<file path="src/rtl/lcd_ctrl.sv">
// lcd_ctrl: HD44780 8-bit bus sequencer with power-up init and a one-entry write buffer
module lcd_ctrl #(
  parameter int T_PWRUP = 750000,
  parameter int T_SU    = 4,
  parameter int T_EN    = 12,
  parameter int T_HOLD  = 4,
  parameter int T_EXEC  = 2000,
  parameter int T_CLR   = 82000
) (
  input  logic        clk_i,
  input  logic        rst_i,
  input  logic        lcd_wr_i,
  input  logic [31:0] lcd_wdata_i,
  output logic        lcd_ready_o,
  output logic [31:0] lcd_status_o,
  output logic [7:0]  lcd_data_o,
  output logic        lcd_rs_o,
  output logic        lcd_rw_o,
  output logic        lcd_en_o,
  output logic        lcd_on_o,
  output logic        lcd_blon_o
);
  typedef enum logic [2:0] {PWRUP, SETUP, PULSE, HOLD, EXEC, IDLE} state_t;
  // init commands, index 0 in the low byte
  localparam logic [47:0] INIT = {8'h06, 8'h01, 8'h0C, 8'h38, 8'h38, 8'h38};
  state_t      r_state;
  logic [19:0] r_cnt;
  logic [2:0]  r_idx;
  logic        r_full, r_brs, r_ovf, r_init_done, r_rs, r_en, r_on, r_blon;
  logic [7:0]  r_bdata, r_data;
  logic [19:0] w_lim;
  logic [2:0]  w_nidx;
  logic [7:0]  w_icmd;
  logic        w_pop, w_acc, w_last, w_clr, w_unused;
  assign w_pop    = r_state == IDLE && r_full;
  assign w_acc    = lcd_wr_i && (!r_full || w_pop);
  assign w_clr    = !r_rs && (r_data == 8'h01 || r_data == 8'h02);
  assign w_nidx   = r_state == PWRUP ? 3'd0 : r_idx + 3'd1;
  assign w_icmd   = INIT[{w_nidx, 3'b000} +: 8];
  assign w_last   = r_cnt == w_lim;
  assign w_unused = ^lcd_wdata_i[29:9];
  // last count value of the current state; clear/home gets the long execution wait
  always_comb
    w_lim = r_state == PWRUP ? 20'(T_PWRUP - 1) :
            r_state == SETUP ? 20'(T_SU - 1) :
            r_state == PULSE ? 20'(T_EN - 1) :
            r_state == HOLD  ? 20'(T_HOLD - 1) :
            r_state == EXEC  ? (w_clr ? 20'(T_CLR - 1) : 20'(T_EXEC - 1)) : 20'd0;
  // pending buffer, sticky overflow and power/backlight controls
  always_ff @(posedge clk_i)
    if (rst_i) begin
      r_full  <= 1'b0;
      r_brs   <= 1'b0;
      r_bdata <= 8'h00;
      r_ovf   <= 1'b0;
      r_on    <= 1'b1;
      r_blon  <= 1'b0;
    end else begin
      if (w_acc) {r_brs, r_bdata} <= lcd_wdata_i[8:0];
      r_full <= w_acc || (r_full && !w_pop);
      r_ovf  <= r_ovf || (lcd_wr_i && !w_acc);
      if (lcd_wr_i) {r_on, r_blon} <= lcd_wdata_i[31:30];
    end
  // bus-cycle sequencer; the counter restarts on every state change
  always_ff @(posedge clk_i)
    if (rst_i) begin
      r_state     <= PWRUP;
      r_cnt       <= 20'd0;
      r_idx       <= 3'd0;
      r_init_done <= 1'b0;
      r_rs        <= 1'b0;
      r_data      <= 8'h00;
      r_en        <= 1'b0;
    end else begin
      r_cnt <= (w_last || r_state == IDLE) ? 20'd0 : r_cnt + 20'd1;
      if (w_pop) begin
        r_state       <= SETUP;
        {r_rs, r_data} <= {r_brs, r_bdata};
      end else if (w_last)
        case (r_state)
          PWRUP: begin
            r_state <= SETUP;
            r_idx   <= w_nidx;
            r_rs    <= 1'b0;
            r_data  <= w_icmd;
          end
          SETUP: begin
            r_state <= PULSE;
            r_en    <= 1'b1;
          end
          PULSE: begin
            r_state <= HOLD;
            r_en    <= 1'b0;
          end
          HOLD: r_state <= EXEC;
          EXEC:
            if (r_init_done || r_idx == 3'd5) begin
              r_state     <= IDLE;
              r_init_done <= 1'b1;
            end else begin
              r_state <= SETUP;
              r_idx   <= w_nidx;
              r_rs    <= 1'b0;
              r_data  <= w_icmd;
            end
          default: ;
        endcase
    end
  assign lcd_ready_o  = !r_full || w_pop;
  assign lcd_status_o = {29'd0, r_ovf, r_init_done, r_state != IDLE || r_full};
  assign lcd_data_o   = r_data;
  assign lcd_rs_o     = r_rs;
  assign lcd_rw_o     = 1'b0;
  assign lcd_en_o     = r_en;
  assign lcd_on_o     = r_on;
  assign lcd_blon_o   = r_blon;
endmodule

</file>
<file path="config.mk">
export PLATFORM = sky130hd
export DESIGN_NAME = lcd_ctrl
export DESIGN_NICKNAME = d
export VERILOG_FILES = /design/src/rtl/lcd_ctrl.sv
export SDC_FILE = /design/constraint.sdc
export NUM_CORES = 1
export LEC_CHECK = 0
export BUFFER_PORTS_ARGS = -buffer_cell sky130_fd_sc_hd__clkbuf_2
export CAP_MARGIN = 40
export CORE_MARGIN = 2
export CORE_UTILIZATION = 51
export CTS_CLUSTER_DIAMETER = 100
export DETAILED_ROUTE_END_ITERATION = 10
export GPL_ROUTABILITY_DRIVEN = 0
export PLACE_DENSITY = 0.85
export REMOVE_ABC_BUFFERS = 1
export SLEW_MARGIN = 10
export SYNTH_ARGS = -nofsm -noshare
export SYNTH_HDL_FRONTEND = slang
export SYNTH_SLANG_ARGS = --single-unit
</file>
<file path="constraint.sdc">
create_clock -name clk_i -period 2.9 [get_ports clk_i]
set_input_delay 0.58 -clock clk_i [delete_from_list [all_inputs] [get_ports clk_i]]
set_output_delay 0.58 -clock clk_i [all_outputs]
set_load 0.02 [all_outputs]
</file>
# Word level (Yosys, flattened, before mapping)
# Index checks and enable logic that the tools add are counted.
# totals
inputBits	35
output_inout_bits	46
word_cells	83
register_bits	50
# op_classes
n_mux	22
eq_ne	12
n_shift	1
bitwise	1
addsub	2
n_reduce_logical	31
# op_table
op	n
17-bit 2-to-1 mux	5
48-bit by 7-bit indexed part select with 8-bit output (first input constant)	1
8-bit 2-to-1 mux	3
20-bit by 1-bit adder with 20-bit output (second input constant)	1
20-bit == test	1
20-bit 2-to-1 mux	1
8-bit one-hot mux with 2 select lines	1
3-bit one-hot mux with 5 select lines	1
3-bit == test (second input constant)	3
3-bit 2-to-1 mux	3
8-bit by 1-bit == test with 1-bit output (second input constant)	1
8-bit by 2-bit == test with 1-bit output (second input constant)	1
4-bit AND reduction	2
1-bit logical OR	7
3-bit by 2-bit == test with 1-bit output (second input constant)	2
3-bit inequality test (second input constant)	2
3-bit one-hot mux with 2 select lines	1
3-bit AND reduction	2
2-bit nonzero test	3
6-bit nonzero test	1
1-bit logical AND	5
1-bit 2-to-1 mux	5
5-bit nonzero test	1
1-bit zero test	4
other kinds (9)	12

# Depth between registers and ports, before layout
# Gate-level depths: netlist (run 1).
# logic_depth
ltp_word	12
mapped_depth	11
depth_no_buf	8

# Worst setup path after synthesis (run 1)
# OpenSTA, ideal clock, no wires.
# synth_path
path_kind	flip-flop to flip-flop
startpoint	reg r_state[2]
endpoint	reg r_cnt[18]
path_stages_with_launch	11
arrival_time_ns	2.186
required_time_ns	2.836
n_path_buf	3
setup_slack_ns	0.650
synth_period_minus_slack_ns	2.250
setup_time_ns	0.064
path_cell_list	dfxtp_1 > buf_2 > or3b_1 > a31oi_1 > mux2i_1 > a2111oi_4 > and2_1 > buf_4 > or3_4 > buf_4 > nor2_1
# synth_via
elab_chain_len	9
elab_cells_between_ends	14
classes_between	6 x eq/ne; 5 x mux; 3 x reduce/logical
# synth_rtl
element	line	source
start, declared	26	state_t r_state;
start signal, assigned	67	r_state <= PWRUP;
start signal, assigned	77	r_state <= SETUP;
start signal, assigned	82	r_state <= SETUP;
3-bit == test	48	r_state == EXEC ? (w_clr ? 20'(T_CLR - 1) : 20'(T_EXEC - 1)) : 20'd0;
17-bit 2-to-1 mux	48	
17-bit 2-to-1 mux	47	r_state == HOLD ? 20'(T_HOLD - 1) :
17-bit 2-to-1 mux	46	r_state == PULSE ? 20'(T_EN - 1) :
17-bit 2-to-1 mux	45	r_state == SETUP ? 20'(T_SU - 1) :
20-bit 2-to-1 mux	44	w_lim = r_state == PWRUP ? 20'(T_PWRUP - 1) :
20-bit == test	40	assign w_last = r_cnt == w_lim;
1-bit logical OR (*)	75	r_cnt <= (w_last || r_state == IDLE) ? 20'd0 : r_cnt + 20'd1;
2-bit OR reduction (no source line) (*)	n/a	
end signal, assigned	75	
end, declared	27	logic [19:0] r_cnt;
# Mark *: on every way between the ends. The rest lies on a longest branch, timed or not.
# A chain may end at the register's enable or synchronous reset.

# Worst setup path after layout (run 1)
# layout_path
startpoint	reg r_state[2]
endpoint	reg r_data[3], in the netlist lcd_data_o[3]
# layout_via
elab_chain_len	9
elab_cells_between_ends	23
classes_between	7 x eq/ne; 1 x shift; 10 x mux; 5 x reduce/logical
# layout_rtl
element	line	source
parallel branches: the longest is 9 deep, another holds 48-bit by 7-bit indexed part select with 8-bit output	n/a	
end signal, assigned	78	{r_rs, r_data} <= {r_brs, r_bdata};
end signal, assigned	85	r_data <= w_icmd;
end signal, assigned	104	r_data <= w_icmd;
end, declared	30	logic [7:0] r_bdata, r_data;
# Parallel ways; which one is timed is not known. The select of a mux whose other input is x is not followed.

==> flow_metrics.env, run 1 <==
export IMPL_timing_critical_path_arrival_ns=2.79
export IMPL_dpl_cell_count=412
export IMPL_internal_power_w=0.00100
export IMPL_cts_sink_count=50
export IMPL_timing_critical_path_slowest_stage_cell="sky130_fd_sc_hd__dfxtp_1"
export IMPL_final_instance_count_without_filler_cells=419
export IMPL_design_area_um2=2810
export IMPL_dp_final_hpwl_um=3820
export IMPL_top_level_ports=81
export IMPL_total_vias_in_the_final_route=2177
export IMPL_avgViaCountPerCell=5.20
export IMPL_max_freq_ghz=0.386
export IMPL_timing_critical_path_required_ns=3.11
export IMPL_post_synth_most_frequent_cells="sky130_fd_sc_hd__nor2_1, sky130_fd_sc_hd__dfxtp_1, sky130_fd_sc_hd__nand2_1, sky130_fd_sc_hd__buf_4, sky130_fd_sc_hd__a21oi_1"
export IMPL_power_share_sequential=0.543
export IMPL_layout_min_cycle_time_ns=2.59
export IMPL_drt_wl_total_um=5220
export IMPL_synth_enable_flop_cells=0
export IMPL_global_route_wire_length_before_repair_um=8510
export IMPL_post_synth_top_area_cell="sky130_fd_sc_hd__dfxtp_1"
export IMPL_synth_cell_area_um2=2630
export IMPL_per_cell_routed_wire_length_um=12.5
export IMPL_timing_critical_path_cells="or3b_1, a31oi_1, mux2i_1, a2111oi_4, and2_1, nand3_1, a31o_1"
export IMPL_buffer_ports_inserted=29
export IMPL_grt_overflow_total=0
export IMPL_clock_insertion_delay_at_the_later_pin_of_the_skew_report_ns=0.31
export IMPL_hold_buffers=0
export IMPL_postPlaceCellArea_um2=2700
export IMPL_num_nets_final=387
export IMPL_postCtsSetupRepairBufs=0
export IMPL_post_place_ws_ns=0.342
export IMPL_timing_max_transition_violations_final=0
export IMPL_run_status="complete, no violations"
export IMPL_coreArea_um2=5040
export IMPL_die_height_um=75.7
export IMPL_power_density_nw_per_um2=466
export IMPL_power_clock_fraction=0.384
export IMPL_min_period_over_period=0.892
export IMPL_setup_viol=0
export IMPL_avgSynthCellArea_um2=8.10
export IMPL_drt_iter0_markers=106
export IMPL_postSynthRegisterBits=50
export IMPL_setup_worst_path_class="reg2reg"
export IMPL_netlist_instances=324
export IMPL_antenna_cells_inserted=0
export IMPL_tns_ns=0
export IMPL_clock_root_buffer="sky130_fd_sc_hd__clkbuf_8"
export IMPL_layout_drive_gt1_share=0.140
export IMPL_critPathMaxFanout=11
export IMPL_htree_num_levels=2
export IMPL_synthArstFlopShare=0
export IMPL_antenna_left=0
export IMPL_seq_area_frac_synth=0.381
export IMPL_synth_ff_type="sky130_fd_sc_hd__dfxtp_1"
export IMPL_tritoncts="yes"
export IMPL_clkSlewWorstSetupHoldPaths_ns=0.09
export IMPL_initial_utilization=0.521
export IMPL_power_share_combinational=0.072
export IMPL_grt_antenna_before_repair=0
export IMPL_power_share_switching=0.236
export IMPL_startpoint_type="flip-flop"
export IMPL_worst_slew_margin_rel=0.614
export IMPL_synth_top_cells_by_area="sky130_fd_sc_hd__dfxtp_1, sky130_fd_sc_hd__buf_4, sky130_fd_sc_hd__nor2_1"
export IMPL_grt_total_usage=0.194
export IMPL_min_path_type="reg2reg"
export IMPL_ir_worst_vdd_v=0.000299
export IMPL_cp_slowest_stage_delay_ns=0.56
export IMPL_syn2layout_area_growth_pct=6.96
export IMPL_report_final_hold_viol_count=0
export IMPL_synthesis_yosys_warnings=0
export IMPL_post_synth_top_area_fraction=0.381
export IMPL_synth_most_common_cell="sky130_fd_sc_hd__nor2_1"
export IMPL_timing_clock_skew_ns=0.00488
export IMPL_grt_setup_unrepaired="false"
export IMPL_power_leakage_nw=1.18
export IMPL_crit_path_end_kind="flip-flop"
export IMPL_clk_path_buf_depth=2
export IMPL_grt_start_max_net_pins=32
export IMPL_die_width_um=75.7
export IMPL_cts_made_buffers=5
export IMPL_yosys_cell_types_count=49
export IMPL_hold_ws_ns=0.460
export IMPL_dieArea_um2=5740
export IMPL_ctsResizeCount=0
export IMPL_worst_slew_pin_transition_ns=0.580
export IMPL_max_cap_violations=0
export IMPL_rows=26
export IMPL_net_switching_power_w=0.000309
export IMPL_drt_pre_antenna_iters=4
export IMPL_first_global_vias=1925
export IMPL_drc_errors=0
export IMPL_worst_slack_ns=0.312
placed cells by master, fill, tap and decap left out, types with 3 or more instances in the layout:
master                     synthesis  layout
sky130_fd_sc_hd__clkbuf_8          0       6
sky130_fd_sc_hd__nand2_1          39      39
sky130_fd_sc_hd__mux2i_1           3       3
sky130_fd_sc_hd__clkbuf_2          0      29
sky130_fd_sc_hd__xnor2_1           9       9
sky130_fd_sc_hd__nor3_1            7       7
sky130_fd_sc_hd__a31oi_1           3       3
sky130_fd_sc_hd__buf_4            35       4
sky130_fd_sc_hd__nand3_1          14      14
sky130_fd_sc_hd__nand4_1           6       6
sky130_fd_sc_hd__ha_1              3       3
sky130_fd_sc_hd__dfxtp_1          50      50
sky130_fd_sc_hd__and3_1            5       5
sky130_fd_sc_hd__inv_1             7       7
sky130_fd_sc_hd__o21ai_0           6       6
sky130_fd_sc_hd__a21oi_1          21      21
sky130_fd_sc_hd__and2_1            3       3
sky130_fd_sc_hd__nor2_1           51      51
sky130_fd_sc_hd__conb_1            1      30
sky130_fd_sc_hd__xor2_1           14      14
area by class of cell:
type                            instances  area (um2)
Tap cell                               70        87.6
Timing Repair Buffer                   33         175
Multi-Input combinational cell        251        1400
Inverter                                8        30.0
Clock inverter                          1        30.0
Clock buffer                            6        82.6
Fill cell                             480        2230
Sequential cell                        50        1000
per-layer routing:
metal	vias up	wire length, um	global-route usage
met3	12	293	0.0542
met1	1016	2250	0.229
met4	0	93	0.0799
met5	-	0	0
met2	67	2580	0.330
li1	1082	-	-
final timing paths:
kind | slack (ns) | depth (start not counted) | start | endpoint
min | 0.46 | 2 | r_bdata[0] | r_bdata[0]
min reg2reg | 0.46 | 2 | r_bdata[0] | r_bdata[0]
max reg2reg | 0.31 | 7 | r_state[2] | lcd_data_o[3]
max | 0.31 | 7 | r_state[2] | lcd_data_o[3]
logic make-up after synthesis:
| logic type | Yosys count | share of synthesized area |
|---|---|---|
| flops | 50 | 0.381 |
| compound gates | 46 | 0.123 |
| simple gates | 146 | 0.266 |
| other cells | 1 | 0.00143 |
| xor+xnor | 23 | 0.0767 |
| fa+ha+maj | 3 | 0.0143 |
| buf+inv | 52 | 0.126 |
| mux | 3 | 0.0114 |
critical path, delay by kind of cell (launching register included):
kind | cells | cell delay (ns)
compound gates | 3 | 0.82
simple gates | 3 | 0.96
mux | 1 | 0.15
flops | 1 | 0.56
power groups by stage:
stage          combinational [W]  clock, W  sequential, W
2_1_floorplan          0.0000661         0       0.000728
3_3_place_gp           0.0000928         0       0.000727
3_5_place_dp           0.0000942         0       0.000727
4_1_cts                0.0000946  0.000508       0.000711
5_1_grt                 0.000108  0.000529       0.000713
6_report               0.0000945  0.000503       0.000711
stage by stage:
stage	power [W]	utilization
floorplan	0.000794	-
global placement	0.000819	0.534
detailed placement	0.000821	0.534
CTS	0.00131	0.557
global route	0.00135	0.557
finish	0.00131	0.557
flip-flops by register name, indices dropped and copies added, names as in the netlist:
name	flops
lcd_data_o	8
r_state	3
lcd_blon_o	1
r_cnt	20
lcd_en_o	1
r_init_done	1
lcd_rs_o	1
lcd_on_o	1
r_idx	3
r_ovf	1
r_bdata	8
r_full	1
r_brs	1
Note: power is estimated with default switching activity, not from simulation.
==> inputs of run 2 (changes only) <==
--- a/config.mk
+++ b/config.mk
@@ -6,7 +6,6 @@
 export NUM_CORES = 1
 export LEC_CHECK = 0
 export BUFFER_PORTS_ARGS = -buffer_cell sky130_fd_sc_hd__clkbuf_2
-export CAP_MARGIN = 40
 export CORE_MARGIN = 2
 export CORE_UTILIZATION = 51
 export CTS_CLUSTER_DIAMETER = 100
==> constraint.sdc (replaced) <==
create_clock -name clk_i -period 2.4 [get_ports clk_i]
set_input_delay 0.48 -clock clk_i [delete_from_list [all_inputs] [get_ports clk_i]]
set_output_delay 0.48 -clock clk_i [all_outputs]
set_load 0.02 [all_outputs]
==> run 2 against run 1 <==
  * Cell area grew 4.6%
  * Cell count grew 3.6%
  * First-iteration DRC count shrank 31%
  * Register-to-register slack lost 0.28 ns
  * Combinational power grew 35%
  * Critical endpoint is now r_state[2]
  * Hold slack lost 0.088 ns
  * Critical path type unchanged
  * Total power grew 11%
  * Critical path depth grew 1
  * Fmax grew 9.5%
  * Via count grew 2.2%
==> flow_metrics.env, run 2 (synthesis gave the netlist of run 1 again) <==
export IMPL_run_status="complete, no violations"
export IMPL_critical_path_reg2reg_startpoint="lcd_data_o[5]"
export IMPL_mostFrequentLayoutCell="sky130_fd_sc_hd__nor2_1"
export IMPL_initial_utilization=0.521
export IMPL_cp_slowest_stage_delay_ns=0.41
export IMPL_power_share_sequential=0.589
export IMPL_drc_errors=0
export IMPL_power_density_nw_per_um2=495
export IMPL_area_used_by_multi_input_combinational_logic_um2=1460
export IMPL_setup_worst_path_class="reg2reg"
export IMPL_antenna_cells_inserted=0
export IMPL_clk_path_buf_depth=2
export IMPL_min_period_over_period=0.985
export IMPL_clkSlewWorstSetupHoldPaths_ns=0.09
export IMPL_final_fill_count=450
export IMPL_report_final_hold_viol_count=0
export IMPL_clock_insertion_delay_at_the_later_pin_of_the_skew_report_ns=0.31
export IMPL_drt_wl_total_um=5470
export IMPL_timing_critical_path_required_ns=2.62
export IMPL_rows=26
export IMPL_die_height_um=75.7
export IMPL_grt_antenna_before_repair=0
export IMPL_global_route_wire_length_before_repair_um=8740
export IMPL_dp_final_hpwl_um=3900
export IMPL_hold_buffers=0
export IMPL_worst_slack_ns=0.0361
export IMPL_timing_critical_path_arrival_ns=2.58
export IMPL_mostFrequentLayoutCells="sky130_fd_sc_hd__nor2_1, sky130_fd_sc_hd__dfxtp_1, sky130_fd_sc_hd__nand2_1"
export IMPL_net_switching_power_w=0.000377
export IMPL_power_share_switching=0.259
export IMPL_layout_drive_gt1_share=0.195
export IMPL_startpoint_type="flip-flop"
export IMPL_max_cap_violations=0
export IMPL_timing_critical_path_cells="nor4_4, nand4_1, a211o_1, a22oi_2, and2_4, buf_4, a21oi_1, a211oi_1"
export IMPL_avgViaCountPerCell=5.12
export IMPL_post_place_ws_ns=0.0345
export IMPL_cts_made_buffers=5
export IMPL_grt_start_max_net_pins=21
export IMPL_power_leakage_nw=1.25
export IMPL_timing_critical_path_slowest_stage_cell="sky130_fd_sc_hd__nor4_4"
export IMPL_die_width_um=75.7
export IMPL_max_ffs_per_register=20
export IMPL_total_vias_in_the_final_route=2224
export IMPL_per_cell_routed_wire_length_um=12.6
export IMPL_min_path_type="in2reg"
export IMPL_hold_start="lcd_wdata_i[31]"
export IMPL_power_share_combinational=0.088
export IMPL_critPathMaxFanout=8
export IMPL_tns_ns=0
export IMPL_clock_root_buffer="sky130_fd_sc_hd__clkbuf_8"
export IMPL_tritoncts="yes"
export IMPL_num_nets_final=402
export IMPL_first_global_vias=2118
export IMPL_timing_clock_skew_ns=0.00641
export IMPL_drt_pre_antenna_iters=6
export IMPL_power_clock_fraction=0.323
export IMPL_crit_path_end_kind="flip-flop"
export IMPL_grt_total_usage=0.196
export IMPL_cts_sink_count=50
export IMPL_max_freq_ghz=0.423
export IMPL_layout_area_seq_um2=1000
export IMPL_layout_min_cycle_time_ns=2.36
export IMPL_crit_reg2reg_capture="r_state[2]"
export IMPL_grt_overflow_total=0
export IMPL_drt_iter0_markers=73
export IMPL_buffer_ports_inserted=29
export IMPL_dieArea_um2=5740
export IMPL_worstRegToRegCells=8
export IMPL_max_flop_register="r_cnt"
export IMPL_timing_max_transition_violations_final=0
export IMPL_htree_num_levels=2
export IMPL_coreArea_um2=5040
export IMPL_antenna_left=0
export IMPL_setup_viol=0
export IMPL_syn2layout_area_growth_pct=11.9
export IMPL_internal_power_w=0.00108
export IMPL_worst_slew_margin_rel=0.667
export IMPL_worst_slew_pin_transition_ns=0.498
export IMPL_min_path_cells=2
export IMPL_top_level_ports=81
export IMPL_postCtsSetupRepairBufs=0
export IMPL_reg2reg_setup_slack_ns=0.04
export IMPL_hold_path_endpoint="lcd_on_o"
export IMPL_ir_worst_vdd_v=0.000283
## run 2: cell type report
type	instances	share of cell area
clock buffers	5	0.0234
flip-flops and latches	50	0.341
inverters	8	0.0102
clock inverters	2	0.00341
multi-input cells	252	0.497
well taps	70	0.0298
repair buffers	47	0.0954
## run 2: power by group through the flow
stage	registers, W	logic, W	clock network, W
after CTS	0.000856	0.000125	0.000477
after global routing	0.000860	0.000143	0.000518
after detailed placement	0.000876	0.000125	0
final	0.000856	0.000128	0.000470
after global placement	0.000875	0.000123	0
after floorplan	0.000880	0.0000799	0
## run 2: worst max-delay path by stage
stage	from	endpoint	slack, ns	depth (start not counted)
after floorplan	r_state[2]	r_idx[1]	-0.04	7
after global placement	r_state[1]	lcd_data_o[3]	0.04	7
after detailed placement	r_state[1]	r_state[2]	0.03	8
after CTS	r_state[1]	r_cnt[9]	0.04	7
after global routing	lcd_data_o[5]	r_state[2]	-0.07	8
final	lcd_data_o[5]	r_state[2]	0.04	8
## run 2: worst max-delay path: cells and delay by family (launching register included)
family / cells / cell delay, ns
buffers and inverters: 1 / 0.13
DFF: 1 / 0.36
AOI/OAI and AO/OA: 4 / 0.90
and+or+nand+nor: 3 / 0.88
## run 2: metrics by stage
step,hold slack (ns),utilization,instance area (um2),instances,total power [W]
2_1_floorplan,0.425,-,2430,309,0.000960
3_3_place_gp,0.442,0.555,2800,426,0.000997
3_5_place_dp,0.448,0.555,2800,426,0.00100
4_1_cts,0.369,0.572,2890,433,0.00146
5_1_grt,0.375,0.583,2940,434,0.00152
6_report,0.372,0.583,2940,434,0.00145
## run 2: per-layer routing
layer	track usage	part of all wire
met1	0.227	0.43
met4	0.0819	0.015
met2	0.327	0.50
met3	0.0701	0.056
met5	0	0
## run 2: repair_timing
item	in CTS	in global routing
pin swaps	0	3
setup endpoints to repair	4	35
cloned	0	1
resized for setup	2	9
hold endpoints to repair	0	0
==> inputs of run 3 (changes only) <==
--- a/config.mk
+++ b/config.mk
@@ -11,6 +11,7 @@
 export CTS_CLUSTER_DIAMETER = 100
 export DETAILED_ROUTE_END_ITERATION = 10
 export GPL_ROUTABILITY_DRIVEN = 0
+export GPL_TIMING_DRIVEN = 0
 export PLACE_DENSITY = 0.85
 export REMOVE_ABC_BUFFERS = 1
 export SLEW_MARGIN = 10
==> run 3 against run 2 <==
  * Wire length is 5.4% higher
  * Sequential cell count unchanged
  * Clock-buffer cell count grew 1
  * Highest routed layer unchanged
  * First-iteration DRC count grew to 2.5 times the previous value
  * Cell count decreased by 0.46%
  * Non-clock buffer count shrank 4
  * Combinational power fell by 8%
  * Setup slack lost 0.020 ns
  * Sequential share of layout area shrank 0.45 points
==> flow_metrics.env, run 3 (synthesis gave the netlist of run 1 again) <==
export IMPL_min_path_type="in2reg"
export IMPL_layout_drive_gt1_share=0.204
export IMPL_clock_root_buffer="sky130_fd_sc_hd__clkbuf_8"
export IMPL_worstRegToRegCells=7
export IMPL_worst_slew_margin_rel=0.573
export IMPL_per_cell_routed_wire_length_um=13.3
export IMPL_antenna_cells_inserted=0
export IMPL_grt_antenna_before_repair=0
export IMPL_max_flop_register="r_cnt"
export IMPL_critical_path_reg2reg_startpoint="r_state[1]"
export IMPL_die_width_um=75.7
export IMPL_grt_total_usage=0.197
export IMPL_min_period_over_period=0.993
export IMPL_top_level_ports=81
export IMPL_first_global_vias=1972
export IMPL_run_status="complete, no violations"
export IMPL_buffer_ports_inserted=29
export IMPL_initial_utilization=0.521
export IMPL_design_area_um2=3010
export IMPL_tns_ns=0
export IMPL_drc_errors=0
export IMPL_use_met1=0.239
export IMPL_startpoint_type="flip-flop"
export IMPL_htree_num_levels=2
export IMPL_cts_sink_count=50
export IMPL_max_cap_violations=0
export IMPL_setup_viol=0
export IMPL_dp_final_hpwl_um=3690
export IMPL_die_height_um=75.7
export IMPL_tritoncts="yes"
export IMPL_dieArea_um2=5740
export IMPL_min_path_cells=3
export IMPL_global_route_wire_length_before_repair_um=8690
export IMPL_ir_worst_vdd_v=0.000497
export IMPL_timing_clock_skew_ns=0.00543
export IMPL_rows=26
export IMPL_post_place_ws_ns=-0.492
export IMPL_grt_met2_usage=0.326
export IMPL_total_vias_in_the_final_route=2265
export IMPL_clk_path_buf_depth=2
export IMPL_timing_max_transition_violations_final=0
export IMPL_hold_start="lcd_wdata_i[0]"
export IMPL_cts_made_buffers=5
export IMPL_reg2reg_setup_slack_ns=0.02
export IMPL_crit_reg2reg_capture="lcd_data_o[3]"
export IMPL_coreArea_um2=5040
export IMPL_global_route_peak_usage_layer="met2"
export IMPL_gr_usage_met3=0.0542
export IMPL_num_nets_final=399
export IMPL_worst_slew_pin_transition_ns=0.641
export IMPL_syn2layout_area_growth_pct=14.8
export IMPL_antenna_left=0
export IMPL_grt_start_max_net_pins=32
export IMPL_report_final_hold_viol_count=0
export IMPL_grt_overflow_total=0
export IMPL_worst_slack_ns=0.0157
export IMPL_postPlaceCellArea_um2=2670
export IMPL_mostFrequentLayoutCells="sky130_fd_sc_hd__nor2_1, sky130_fd_sc_hd__dfxtp_1, sky130_fd_sc_hd__nand2_1"
export IMPL_crit_path_end_kind="flip-flop"
export IMPL_max_ffs_per_register=20
export IMPL_avgViaCountPerCell=5.24
export IMPL_layout_min_cycle_time_ns=2.38
export IMPL_max_freq_ghz=0.419
export IMPL_hold_path_endpoint="r_bdata[0]"
export IMPL_drt_iter0_markers=183
export IMPL_setup_worst_path_class="reg2reg"
export IMPL_power_leakage_nw=1.28
export IMPL_power_density_nw_per_um2=563
export IMPL_clkSlewWorstSetupHoldPaths_ns=0.09
export IMPL_timing_critical_path_arrival_ns=2.59
export IMPL_clock_insertion_delay_at_the_later_pin_of_the_skew_report_ns=0.31
export IMPL_mostFrequentLayoutCell="sky130_fd_sc_hd__nor2_1"
export IMPL_drt_pre_antenna_iters=4
export IMPL_drt_wl_total_um=5760
export IMPL_timing_critical_path_required_ns=2.61
export IMPL_critPathMaxFanout=8
[run 3: cell count changes in the layout (fill, tap and decap cells not counted), moves of 2 or more]
cell	delta
sky130_fd_sc_hd__buf_4	-5
sky130_fd_sc_hd__bufinv_16	+2
sky130_fd_sc_hd__clkinv_2	-2
sky130_fd_sc_hd__dfxtp_1	-4
sky130_fd_sc_hd__dfxtp_4	+3
[run 3: metal layers]
layer | routed length, um | up-vias
li1 | - | 1109
met1 | 2350 | 1056
met2 | 2910 | 86
met3 | 380 | 14
met4 | 126 | 0
met5 | 0 | -
[run 3: final cells by class]
type / instances / area (um2)
Tap cell: 70 / 87.6
Sequential cell: 50 / 1010
Timing Repair Buffer: 43 / 263
Fill cell: 436 / 2030
Multi-Input combinational cell: 253 / 1480
Clock inverter: 2 / 60.1
Inverter: 8 / 30.0
Clock buffer: 6 / 82.6
[run 3: worst max path at each step]
stage	endpoint	slack [ns]	start
after floorplan	r_idx[1]	-0.04	r_state[2]
after global placement	r_idx[1]	-0.49	r_state[2]
after detailed placement	r_idx[1]	-0.49	r_state[2]
after CTS	lcd_data_o[3]	0.008	r_cnt[5]
after global routing	r_idx[1]	-0.06	r_cnt[1]
final	lcd_data_o[3]	0.02	r_state[1]
[run 3: through the flow]
stage               std cells  total power [W]   util  hold slack (ns)
floorplan                 309         0.000960      -            0.425
global placement          408         0.000990  0.529            0.444
detailed placement        408         0.000993  0.529            0.448
CTS                       418          0.00171  0.568            0.377
global route              432          0.00176  0.598            0.386
finish                    432          0.00170  0.598            0.385
[run 3: timing repair]
item,4_1_cts,5_1_grt
buffers inserted,2,12
gates cloned,0,2
endpoints found under the setup margin,37,34
hold buffers,0,0
pin swaps,2,3
gates resized for setup,10,10
[run 3: where the power goes]
group	switching, W	internal (W)
logic	0.0000881	0.0000295
clock network	0.000279	0.000444
registers	0.0000147	0.000843
[run 3: worst max-delay path, cell delays in order (launching register included)]
cell                        delay (ns)
sky130_fd_sc_hd__dfxtp_4          0.38
sky130_fd_sc_hd__or3b_1           0.41
sky130_fd_sc_hd__a31oi_2          0.23
sky130_fd_sc_hd__mux2i_2          0.12
sky130_fd_sc_hd__a2111oi_4        0.53
sky130_fd_sc_hd__and2_4           0.28
sky130_fd_sc_hd__nand3_2          0.09
sky130_fd_sc_hd__a31o_1           0.23
